==> src/rtl/serial_word_deserializer.sv <==
// Serial-to-word deserializer: SOF-framed bit stream into WIDTH-bit words on a valid/ready port.
// Optional even-parity check on a trailing bit is enabled by defining DESER_PARITY_CHECK_EN.
module serial_word_deserializer #(
  parameter int WIDTH = 8,
  parameter int CNT_W = $clog2(WIDTH + 1)
) (
  input  logic             CLK,
  input  logic             RST,
  input  logic             BIT_IN,
  input  logic             BIT_VLD,
  input  logic             BIT_SOF,
  input  logic             OUT_RDY,
  output logic [WIDTH-1:0] OUT_DATA,
  output logic             OUT_VLD,
  output logic             OVF,
  output logic             BUSY,
  output logic             PAR_ERR
);

  localparam logic [1:0] IDLE    = 2'd0;
  localparam logic [1:0] COLLECT = 2'd1;
`ifdef DESER_PARITY_CHECK_EN
  localparam logic [1:0] PARITY  = 2'd2;
`endif
  localparam logic [CNT_W-1:0] LAST_CNT = CNT_W'(WIDTH - 1);

  logic [1:0]       state_p0, state_nxt;
  logic [CNT_W-1:0] cnt_p0, cnt_nxt;
  logic [WIDTH-1:0] sh_p0, sh_nxt;
  logic             commit;
  logic [WIDTH-1:0] commit_word;
  logic [WIDTH-1:0] out_data_p1;
  logic             vld_p1;
  logic             ovf_p1;
`ifdef DESER_PARITY_CHECK_EN
  logic             commit_perr;
  logic             par_err_p1;
`endif

  function automatic logic [WIDTH-1:0] shift_in(input logic [WIDTH-1:0] w, input logic b);
    return {w[WIDTH-2:0], b};
  endfunction

`ifdef DESER_PARITY_CHECK_EN
  function automatic logic even_par_err(input logic [WIDTH-1:0] w, input logic b);
    return (^w) ^ b;
  endfunction
`endif

  // Collector: an SOF bit restarts framing from any state, so resync needs no special case.
  always_comb begin
    state_nxt   = state_p0;
    cnt_nxt     = cnt_p0;
    sh_nxt      = sh_p0;
    commit      = 1'b0;
    commit_word = sh_p0;
`ifdef DESER_PARITY_CHECK_EN
    commit_perr = 1'b0;
`endif
    if (BIT_VLD) begin
      if (BIT_SOF) begin
        sh_nxt    = {{(WIDTH-1){1'b0}}, BIT_IN};
        cnt_nxt   = CNT_W'(1);
        state_nxt = COLLECT;
      end else begin
        case (state_p0)
          COLLECT: begin
            sh_nxt  = shift_in(sh_p0, BIT_IN);
            cnt_nxt = cnt_p0 + 1'b1;
            if (cnt_p0 == LAST_CNT) begin
`ifdef DESER_PARITY_CHECK_EN
              state_nxt   = PARITY;
`else
              commit      = 1'b1;
              commit_word = shift_in(sh_p0, BIT_IN);
              state_nxt   = IDLE;
              cnt_nxt     = '0;
`endif
            end
          end
`ifdef DESER_PARITY_CHECK_EN
          PARITY: begin
            commit      = 1'b1;
            commit_word = sh_p0;
            commit_perr = even_par_err(sh_p0, BIT_IN);
            state_nxt   = IDLE;
            cnt_nxt     = '0;
          end
`endif
          default: ;
        endcase
      end
    end
  end

  // Stage p0 -> p1: collector state and output holding register with handshake.
  always_ff @(posedge CLK) begin
    if (RST) begin
      state_p0    <= IDLE;
      cnt_p0      <= '0;
      sh_p0       <= '0;
      out_data_p1 <= '0;
      vld_p1      <= 1'b0;
      ovf_p1      <= 1'b0;
`ifdef DESER_PARITY_CHECK_EN
      par_err_p1  <= 1'b0;
`endif
    end else begin
      state_p0 <= state_nxt;
      cnt_p0   <= cnt_nxt;
      sh_p0    <= sh_nxt;
      if (commit) begin
        if (!vld_p1 || OUT_RDY) begin
          out_data_p1 <= commit_word;
          vld_p1      <= 1'b1;
`ifdef DESER_PARITY_CHECK_EN
          par_err_p1  <= commit_perr;
`endif
        end else begin
          ovf_p1 <= 1'b1;
        end
      end else if (vld_p1 && OUT_RDY) begin
        vld_p1 <= 1'b0;
      end
    end
  end

  assign OUT_DATA = out_data_p1;
  assign OUT_VLD  = vld_p1;
  assign OVF      = ovf_p1;
  assign BUSY     = (state_p0 != IDLE);
`ifdef DESER_PARITY_CHECK_EN
  assign PAR_ERR  = par_err_p1;
`else
  assign PAR_ERR  = 1'b0;
`endif

endmodule
==> config.mk <==
export PLATFORM = sky130hd
export DESIGN_NAME = serial_word_deserializer
export DESIGN_NICKNAME = d
export VERILOG_FILES = /design/src/rtl/serial_word_deserializer.sv
export SDC_FILE = /design/constraint.sdc
export NUM_CORES = 1
export LEC_CHECK = 0
export BUFFER_PORTS_ARGS = -buffer_cell sky130_fd_sc_hd__buf_2
export CORE_AREA = 2 2 58 60
export DETAILED_ROUTE_END_ITERATION = 7
export DIE_AREA = 0 0 60 62
export PLACE_DENSITY = 0.53
export SYNTH_ARGS = -nofsm -noshare
export SYNTH_HDL_FRONTEND = slang
export SYNTH_SLANG_ARGS = --single-unit
==> constraint.sdc <==
create_clock -name CLK -period 3.5 [get_ports CLK]
set_input_delay 0.35 -clock CLK [delete_from_list [all_inputs] [get_ports CLK]]
set_output_delay 0.35 -clock CLK [all_outputs]
set_load 0.05 [all_outputs]
==> out/metrics.yaml, run 1 <==
final_max_slew_viol_count: 0
cts.sink_count: 22
ir_drop_v: 0.0001085
yosys.area_share.simple_pct: 28.86
grtUsageTotal_pct: 12.09
synthesis.yosys.warnings: 0
diodes: 0
fp-row-count: 21
avgSynthCellArea_sq_um: 8.707
postSynthCellCount: 122
fraction_of_synthesized_area_in_multiplexers_pct: 8.481
port-buffer-count: 16
floorplan.initialDensity_pct: 33.41
synth-seq-cells: 22
place.detailed.instances: 176
grt_pass1_wl_mm: 3.284
cts.path.max_buffers: 2
max_cap_violations: 0
dp_hpwl_mm: 1.327
transition_at_the_pin_with_the_smallest_max_transition_slack_ns: 0.5081
path_delay_family: "flip-flops"
synth_top_family_by_area: "simple AND/OR/NAND/NOR gates"
htree_levels: 1
hold_buffers: 0
post_synthesis_adder_cell_area_fraction_pct: 1.178
first_pass_iters: 4
async_reset_ff_share_pct: 0
routedWlPerCell_microns: 11.00
drive_gt1_share_pct: 17.16
critical_path_required_ns: 3.15
critPathLaunchType: "flip-flop"
min_period_ns: 1.702
slew_headroom_pct: 66.08
synth-edff-count: 0
cp-end-kind: "output port"
clk_latency_ns: 0.32
critical_r2r_launch: "state_p0[0]$_SDFFE_PP0P_"
r2r-end: "OUT_DATA[5]$_SDFFE_PP0P_"
post_layout_nonfiller_instances: 180
mostFrequentLayoutCell: "sky130_fd_sc_hd__nand2b_1"
first_iter_violations: 27
synth-compound-area-share_pct: 14.72
antenna_found_initial: 0
io_pins: 18
ant_nets: 0
horizontal_die_dimension_microns: 60
r2r_cells: 4
mappedNetlistArea_sq_um: 1062
r2r_setup_slack_ns: 1.90
path_class: "flip-flop to output port"
cts_tree: "done"
yosys_most_used_dff: "sky130_fd_sc_hd__dfxtp_1"
floorplan.die.height_microns: 62
power-per-cell-area_nw_per_um2: 402.8
hold_end: "sh_p0[0]$_SDFFE_PP0P_"
slowest_stage: "sky130_fd_sc_hd__dfxtp_1"
share_of_the_clock_period_used_by_the_worst_path_after_layout_pct: 48.61
core-area_sq_um: 3179
timing.hold.worst.class: "primary input to flip-flop"
syn_to_layout_area_delta_pct: 14.37
fin_tns_setup_ns: 0
yosysSeqAreaShare_pct: 41.46
unrepaired_setup_endpoints_after_global_routing: "false"
post_synth_xor_area_fraction_pct: 0
clkSlewWorstSetupHoldPaths_ns: 0.13
fin_skew_ns: 0.0009313
hold_path_depth: 3
cts_resized: 0
grt_max_degree: 31
fmax_ghz: 0.5877
fin_nets: 142
die_area_sq_um: 3720
vias_per_cell: 4.783
number_of_global_route_vias_before_repair: 749
drcViolationCount: 0
layout_common_cells: "sky130_fd_sc_hd__nand2b_1 (24), sky130_fd_sc_hd__dfxtp_1 (22), sky130_fd_sc_hd__buf_2 (16), sky130_fd_sc_hd__a21oi_1 (13), sky130_fd_sc_hd__nand2_1 (10)"
cts_made_buffers: 3
timing.critical_path.cells: "buf_2"
global_route.overflow_total: 0
place_congestion: 0.7426
root_buffer: "sky130_fd_sc_hd__clkbuf_4"
net_count_synth: 129
crit_path_max_incr_delay_ns: 0.66
detail_route.wirelength_mm: 1.980
crit_fanout: 20
post_cts.repair.setup_buffers: 0
cellLeakagePower_nw: 0.4252
cp_num_buf_inv: 1
synthDistinctLibCells: 29
final_hold_vios: 0
finalSetupViolCount: 0
critical_path_arrival_ns: 1.35
number_of_vias_in_the_routed_layout: 861
holdCritStartpoint: "BIT_IN"
run_status: "completed"
==> worst reg2reg max path: cells and delay by family, from the launching register on <==
| kind | cells | cell delay [ns] |
|---|---|---|
| simple gates | 2 | 0.44 |
| flops | 1 | 0.66 |
| mux | 1 | 0.20 |
| buf+inv | 1 | 0.23 |
==> cell type report <==
class	instances	area [sq um]
repair buffers	17	87.58
well taps	46	57.56
clock inverters	1	30.03
fillers	343	1964
multi-input cells	89	569.3
flip-flops and latches	22	440.4
clock buffers	3	22.52
inverters	2	7.507
==> cells by family after synthesis <==
kind of cell,count (synthesis)
adder cells (fa/ha/maj),1
flip-flops,22
buffers and inverters,11
AO/OA/AOI/OAI,26
other,1
AND/OR/NAND/NOR,52
multiplexers,9
==> cell usage after synthesis (all sizes together) (2+ instances only) <==
| master | count | area [sq um] |
|---|---|---|
| o21ai | 2 | 10.01 |
| nand2 | 11 | 43.80 |
| dfxtp | 22 | 440.4 |
| clkbuf | 4 | 15.01 |
| a21oi | 13 | 65.06 |
| mux2i | 9 | 90.09 |
| a21o | 7 | 52.55 |
| nand2b | 24 | 150.1 |
| nand3 | 8 | 40.04 |
| buf | 5 | 30.02 |
==> where the power goes <==
group	switching [mW]	internal, mW
combinational	0.0206	0.0112
clock	0.0836	0.116
sequential	0.00491	0.253
total	0.109	0.380
==> flip-flops by register name, indices dropped and copies added, names as in the netlist <==
register,cells
sh_p0,7
OUT_DATA,8
OUT_VLD,1
state_p0,1
cnt_p0,4
OVF,1
==> per-stage QoR <==
| step | hold slack, ns | worst slack (ns) | power (mW) | utilization, % | instance area (sq um) |
|---|---|---|---|---|---|
| floorplan | 0.4502 | 2.011 | 0.2884 | - | 1062 |
| global placement | 0.4353 | 1.997 | 0.2950 | 36.56 | 1162 |
| detailed placement | 0.4408 | 1.933 | 0.2956 | 36.56 | 1162 |
| CTS | 0.2695 | 1.785 | 0.4969 | 38.21 | 1215 |
| global route | 0.3062 | 1.693 | 0.5065 | 38.21 | 1215 |
| finish | 0.2724 | 1.798 | 0.4894 | 38.21 | 1215 |
==> worst max-delay path by stage <==
stage	startpoint	to	slack [ns]	cells after the start
after floorplan	state_p0[0]$_SDFFE_PP0P_	OUT_DATA[0]$_SDFFE_PP0P_	2.01	4
after global placement	state_p0[0]$_SDFFE_PP0P_	OUT_DATA[4]$_SDFFE_PP0P_	2.00	4
after detailed placement	state_p0[0]$_SDFFE_PP0P_	OUT_DATA[3]$_SDFFE_PP0P_	1.93	4
after CTS	state_p0[0]$_SDFFE_PP0P_	BUSY	1.79	1
after global routing	state_p0[0]$_SDFFE_PP0P_	BUSY	1.69	1
final	state_p0[0]$_SDFFE_PP0P_	BUSY	1.80	1
==> routing by layer <==
| metal | part of all wire (%) | GRT usage [%] |
|---|---|---|
| met5 | 0 | 0 |
| met4 | 2.8 | 7.619 |
| met3 | 2.5 | 2.484 |
| met2 | 47 | 20.81 |
| met1 | 48 | 13.71 |
(Power assumes the default switching activity.)
==> inputs of run 2 (changes only) <==
==> constraint.sdc (replaced) <==
create_clock -name CLK -period 1.65 [get_ports CLK]
set_input_delay 0.165 -clock CLK [delete_from_list [all_inputs] [get_ports CLK]]
set_output_delay 0.165 -clock CLK [all_outputs]
set_load 0.05 [all_outputs]
==> run 2 against run 1 <==
Compared with the run above: global-route usage is essentially flat; clock power grew 51%; clock-buffer cell count grew 1; hold slack lost 0.18 ns; total power grew 88%; critical endpoint is now OUT_DATA[5]$_SDFFE_PP0P_; largest cell class unchanged; highest routed layer unchanged.
==> out/metrics.yaml, run 2 (synthesis gave the netlist of run 1 again) <==
drive_gt1_share_pct: 17.78  # +0.61 points
run_status: "completed"
place_congestion: 0.7296  # -1.8%
min_period_ns: 1.524
routedWlPerCell_microns: 10.85  # -1.4%
hold_buffers: 0  # unchanged
crit_fanout: 8  # -60%
critical_path_arrival_ns: 1.77  # +0.42 ns
setup_slack_ns: 0.1265  # -1.672 ns
number_of_global_route_vias_before_repair: 765  # +2.1%
share_of_the_clock_period_used_by_the_worst_path_after_layout_pct: 92.33
grt_max_degree: 31  # unchanged
fmax_ghz: 0.6564
cts.sink_count: 22  # unchanged
fp-row-count: 21  # unchanged
startpoint: "cnt_p0[1]$_SDFFE_PP0P_"
post_cts.repair.setup_buffers: 0  # unchanged
cp_num_buf_inv: 1  # unchanged
horizontal_die_dimension_microns: 60  # unchanged
grt_pass1_wl_mm: 3.367  # +2.5%
ir_drop_v: 0.0002584  # +140%
ant_nets: 0  # unchanged
n_fill_cell: 332  # -3.2%
first_iter_violations: 9  # -67%
post-route-util_pct: 37.94  # -0.28 points
finalSetupViolCount: 0  # unchanged
total_power_uw: 921.0  # +88%
mostFrequentLayoutCell: "sky130_fd_sc_hd__nand2b_1"
grtUsageTotal_pct: 12.06  # -0.033 points
drcViolationCount: 0  # unchanged
diodes: 0  # unchanged
cts_resized: 0  # unchanged
final_hold_vios: 0  # unchanged
clk_latency_ns: 0.32  # about the same
cts.path.max_buffers: 2  # unchanged
largest_reg_flops: 8  # unchanged
whs_ns: 0.09028  # -0.1821 ns
detail_route.wirelength_mm: 1.963  # -0.86%
port-buffer-count: 16  # unchanged
root_buffer: "sky130_fd_sc_hd__clkbuf_4"
core-area_sq_um: 3179  # unchanged
cts_made_buffers: 3  # unchanged
timing.critical_path.cells: "ha_1 > nand3b_1 > nor4b_2 > buf_4 > mux2i_1"
critical_r2r_launch: "cnt_p0[1]$_SDFFE_PP0P_"
antenna_found_initial: 0  # unchanged
htree_levels: 1  # unchanged
fin_nets: 143  # +0.70%
io_pins: 18  # unchanged
dp_worst_slack_ns: 0.1764  # -1.756 ns
max_cap_violations: 0  # unchanged
global_route.overflow_total: 0  # unchanged
vias_per_cell: 4.602  # -3.8%
dp_hpwl_mm: 1.320  # -0.57%
r2r-end: "OUT_DATA[5]$_SDFFE_PP0P_"
unrepaired_setup_endpoints_after_global_routing: "false"
cellLeakagePower_nw: 0.4235  # -0.41%
slowest_stage: "sky130_fd_sc_hd__dfxtp_1"
layout_common_cells: "sky130_fd_sc_hd__nand2b_1 (24), sky130_fd_sc_hd__dfxtp_1 (22), sky130_fd_sc_hd__buf_2 (16), sky130_fd_sc_hd__a21oi_1 (13), sky130_fd_sc_hd__nand2_1 (10)"
path_delay_family: "simple AND/OR/NAND/NOR gates"
first_pass_iters: 4  # unchanged
fin_tns_setup_ns: 0  # unchanged
cts_tree: "done"
cp-endpoint: "OUT_DATA[5]$_SDFFE_PP0P_"
fin_skew_ns: 0.01360  # +0.01267 ns
cp-end-kind: "flip-flop"
critical_path_required_ns: 1.89  # -1.26 ns
die_area_sq_um: 3720  # unchanged
r2r_cells: 5  # +1
clkSlewWorstSetupHoldPaths_ns: 0.13  # about the same
critPathLaunchType: "flip-flop"
number_of_vias_in_the_routed_layout: 833  # -3.3%
syn_to_layout_area_delta_pct: 13.55
r2r_setup_slack_ns: 0.13  # -1.77 ns
critical_path_cell_count: 5  # +4
floorplan.die.height_microns: 62  # unchanged
final_max_slew_viol_count: 0  # unchanged
floorplan.initialDensity_pct: 33.41  # unchanged
path_class: "flip-flop to flip-flop"
power-per-cell-area_nw_per_um2: 763.6  # +90%
timing.hold.worst.class: "primary input to flip-flop"
crit_path_max_incr_delay_ns: 0.39  # -0.27 ns
[run 2: changes by cell type in the layout (fill, tap and decap cells not counted)]
cell,change
sky130_fd_sc_hd__bufinv_16,-1
sky130_fd_sc_hd__clkbuf_8,+1
sky130_fd_sc_hd__buf_4,+1
[run 2: per-stage QoR]
stage	std cells	area (sq um)
2_1_floorplan	122	1062
3_3_place_gp	177	1170
3_5_place_dp	177	1170
4_1_cts	181	1206
5_1_grt	181	1206
6_report	181	1206
[run 2: power breakdown]
group	internal (mW)	switching, mW	total [mW]
Sequential	0.537	0.00429	0.541
Clock	0.135	0.168	0.303
Combinational	0.0258	0.0511	0.0770
[run 2: how the worst min path moves through the flow]
stage / slack (ns) / endpoint / cells past startpoint / start
after floorplan: 0.31 / sh_p0[0]$_SDFFE_PP0P_ / 2 / BIT_IN
after global routing: 0.1 / OUT_DATA[0]$_SDFFE_PP0P_ / 3 / BIT_IN
after global placement: 0.42 / sh_p0[0]$_SDFFE_PP0P_ / 3 / BIT_IN
after CTS: 0.09 / sh_p0[0]$_SDFFE_PP0P_ / 3 / BIT_IN
after detailed placement: 0.43 / sh_p0[0]$_SDFFE_PP0P_ / 3 / BIT_IN
final: 0.09 / sh_p0[0]$_SDFFE_PP0P_ / 3 / BIT_IN
[run 2: area by class of cell]
| class | count | area, sq um | share of cell area [%] |
|---|---|---|---|
| multi-input cells | 89 | 569.3 | 47.20 |
| clock buffers | 4 | 36.28 | 3.008 |
| repair buffers | 18 | 95.09 | 7.884 |
| inverters | 2 | 7.507 | 0.6224 |
| well taps | 46 | 57.56 | 4.772 |
| flip-flops and latches | 22 | 440.4 | 36.51 |
[run 2: layer usage]
metal  track usage, %  wire length, microns
met1            14.88                   979
met2            19.72                   884
met3            2.484                    51
met4            6.667                    47
met5                0                     0
[run 2: worst register-to-register path, cell delays in order, from the launching register on]
cell                       delay (ns)
sky130_fd_sc_hd__dfxtp_1         0.39
sky130_fd_sc_hd__ha_1            0.19
sky130_fd_sc_hd__nand3b_1        0.18
sky130_fd_sc_hd__nor4b_2         0.26
sky130_fd_sc_hd__buf_4           0.24
sky130_fd_sc_hd__mux2i_1         0.20
==> inputs of run 3 (changes only) <==
--- a/config.mk
+++ b/config.mk
@@ -10,6 +10,7 @@
 export DETAILED_ROUTE_END_ITERATION = 7
 export DIE_AREA = 0 0 60 62
 export PLACE_DENSITY = 0.53
+export RECOVER_POWER = 50
 export SYNTH_ARGS = -nofsm -noshare
 export SYNTH_HDL_FRONTEND = slang
 export SYNTH_SLANG_ARGS = --single-unit
==> constraint.sdc (replaced) <==
create_clock -name CLK -period 1.7 [get_ports CLK]
set_input_delay 0.17 -clock CLK [delete_from_list [all_inputs] [get_ports CLK]]
set_output_delay 0.17 -clock CLK [all_outputs]
set_load 0.05 [all_outputs]
==> run 3 against run 2 <==
Compared with the run above: register-to-register slack improved by 0.05 ns; clock power is 3% lower; via count unchanged; non-clock buffer count is the same; critical endpoint unchanged; final cell count is the same; highest routed layer unchanged; sequential power fell by 3%.
==> out/metrics.yaml, run 3 (synthesis gave the netlist of run 1 again) <==
run_status: "completed"
detail_route.wirelength_mm: 1.970  # +0.36%
place_area_sq_um: 1170  # unchanged
post_cts.repair.setup_buffers: 0  # unchanged
critical_r2r_launch: "cnt_p0[1]$_SDFFE_PP0P_"
root_buffer: "sky130_fd_sc_hd__clkbuf_4"
io_pins: 18  # unchanged
htree_levels: 1  # unchanged
syn_to_layout_area_delta_pct: 12.60
grt_max_degree: 31  # unchanged
finalSetupViolCount: 0  # unchanged
first_iter_violations: 11  # +2
multi_input_area_sq_um: 569.3  # unchanged
drive_gt1_share_pct: 11.85  # -5.9 points
cts.path.max_buffers: 2  # unchanged
power-per-cell-area_nw_per_um2: 747.3  # -2.1%
startpoint: "cnt_p0[1]$_SDFFE_PP0P_"
critical_path_required_ns: 1.94  # +0.05 ns
grt_busiest_layer: "met2"
cp-end-kind: "flip-flop"
cp-endpoint: "OUT_DATA[5]$_SDFFE_PP0P_"
mostFrequentLayoutCell: "sky130_fd_sc_hd__nand2b_1"
critPathLaunchType: "flip-flop"
global_route.overflow_total: 0  # unchanged
setup_slack_ns: 0.1763  # +0.04982 ns
dp_worst_slack_ns: 0.2264  # +0.05000 ns
grt_use_met2_pct: 19.72  # unchanged
first_pass_iters: 4  # unchanged
cts_made_buffers: 3  # unchanged
total_power_uw: 893.9  # -2.9%
fin_nets: 143  # unchanged
cellLeakagePower_nw: 0.3881  # -8.4%
unrepaired_setup_endpoints_after_global_routing: "false"
floorplan.initialDensity_pct: 33.41  # unchanged
horizontal_die_dimension_microns: 60  # unchanged
grt.met1_usage_pct: 14.88  # unchanged
r2r-end: "OUT_DATA[5]$_SDFFE_PP0P_"
whs_ns: 0.09524  # +0.004960 ns
grt.met3_usage_pct: 2.484  # unchanged
dp_hpwl_mm: 1.320  # unchanged
fin_skew_ns: 0.01369  # +0.00008950 ns
floorplan.die.height_microns: 62  # unchanged
final_cell_area_sq_um: 1196  # -0.83%
n_fill_cell: 338  # +1.8%
diodes: 0  # unchanged
clkSlewWorstSetupHoldPaths_ns: 0.13  # about the same
r2r_cells: 5  # unchanged
final_max_slew_viol_count: 0  # unchanged
layout_common_cells: "sky130_fd_sc_hd__nand2b_1 (24), sky130_fd_sc_hd__dfxtp_1 (22), sky130_fd_sc_hd__a21oi_1 (13), sky130_fd_sc_hd__nand2_1 (10), sky130_fd_sc_hd__mux2i_1 (9)"
transition_at_the_pin_with_the_smallest_max_transition_slack_ns: 0.5930
grtUsageTotal_pct: 12.06  # unchanged
min_period_ns: 1.524  # +0.0001760 ns
share_of_the_clock_period_used_by_the_worst_path_after_layout_pct: 89.63  # -2.7 points
cts_resized: 0  # unchanged
post-route-util_pct: 37.62  # -0.31 points
die_area_sq_um: 3720  # unchanged
antenna_found_initial: 0  # unchanged
cts.sink_count: 22  # unchanged
r2r_setup_slack_ns: 0.18  # +0.05 ns
max_cap_violations: 0  # unchanged
largest_reg_flops: 8  # unchanged
fmax_ghz: 0.6563  # about the same
cts_tree: "done"
slew_headroom_pct: 60.63
ant_nets: 0  # unchanged
final_hold_vios: 0  # unchanged
path_class: "flip-flop to flip-flop"
post_layout_nonfiller_instances: 181  # unchanged
grt_pass1_wl_mm: 3.367  # unchanged
fp-row-count: 21  # unchanged
ir_drop_v: 0.0002507  # -3.0%
vias_per_cell: 4.602  # unchanged
fin_tns_setup_ns: 0  # unchanged
number_of_vias_in_the_routed_layout: 833  # unchanged
port-buffer-count: 16  # unchanged
seqCellArea_sq_um: 440.4  # unchanged
routedWlPerCell_microns: 10.88  # +0.36%
number_of_global_route_vias_before_repair: 765  # unchanged
drcViolationCount: 0  # unchanged
hold_buffers: 0  # unchanged
crit_fanout: 8  # unchanged
place.detailed.instances: 177  # unchanged
place_congestion: 0.7296  # unchanged
core-area_sq_um: 3179  # unchanged
critical_path_arrival_ns: 1.77  # about the same
clk_latency_ns: 0.32  # about the same
timing.hold.worst.class: "primary input to flip-flop"
-- run 3: cell types whose count changed in the layout (fill, tap and decap cells not counted) --
cell	before	now
sky130_fd_sc_hd__clkbuf_1	0	8
sky130_fd_sc_hd__buf_2	16	8
-- run 3: cell type report --
class / count / share of cell area (%)
Inverter: 2 / 0.6276
Multi-Input combinational cell: 89 / 47.59
Timing Repair Buffer: 18 / 7.113
Sequential cell: 22 / 36.82
Tap cell: 46 / 4.812
Clock buffer: 4 / 3.033
-- run 3: where the power goes --
part / switching, mW / leakage [nW] / internal [mW] / total, mW
logic: 0.0496 / 0.189 / 0.0251 / 0.0747
registers: 0.00417 / 0.178 / 0.521 / 0.525
clock network: 0.163 / 0.0210 / 0.131 / 0.294
-- run 3: worst min path at each step --
stage                       from                  endpoint  cells past startpoint
after global routing      BIT_IN  OUT_DATA[0]$_SDFFE_PP0P_                      3
after floorplan           BIT_IN     sh_p0[0]$_SDFFE_PP0P_                      2
after CTS                 BIT_IN     sh_p0[0]$_SDFFE_PP0P_                      3
final                     BIT_IN     sh_p0[0]$_SDFFE_PP0P_                      3
after global placement    BIT_IN     sh_p0[0]$_SDFFE_PP0P_                      3
after detailed placement  BIT_IN     sh_p0[0]$_SDFFE_PP0P_                      3
-- run 3: worst max-delay path, stage by stage, from the launching register on --
cell and delay, ns:
sky130_fd_sc_hd__dfxtp_1 0.39, sky130_fd_sc_hd__ha_1 0.19, sky130_fd_sc_hd__nand3b_1 0.18, sky130_fd_sc_hd__nor4b_2 0.26
sky130_fd_sc_hd__buf_4 0.24, sky130_fd_sc_hd__mux2i_1 0.20
-- run 3: per-layer routing --
layer  wire length [microns]  vias up
met5                       0        -
met4                      47        0
met3                      54        5
met2                     883       12
met1                     984      376
li1                        -      440
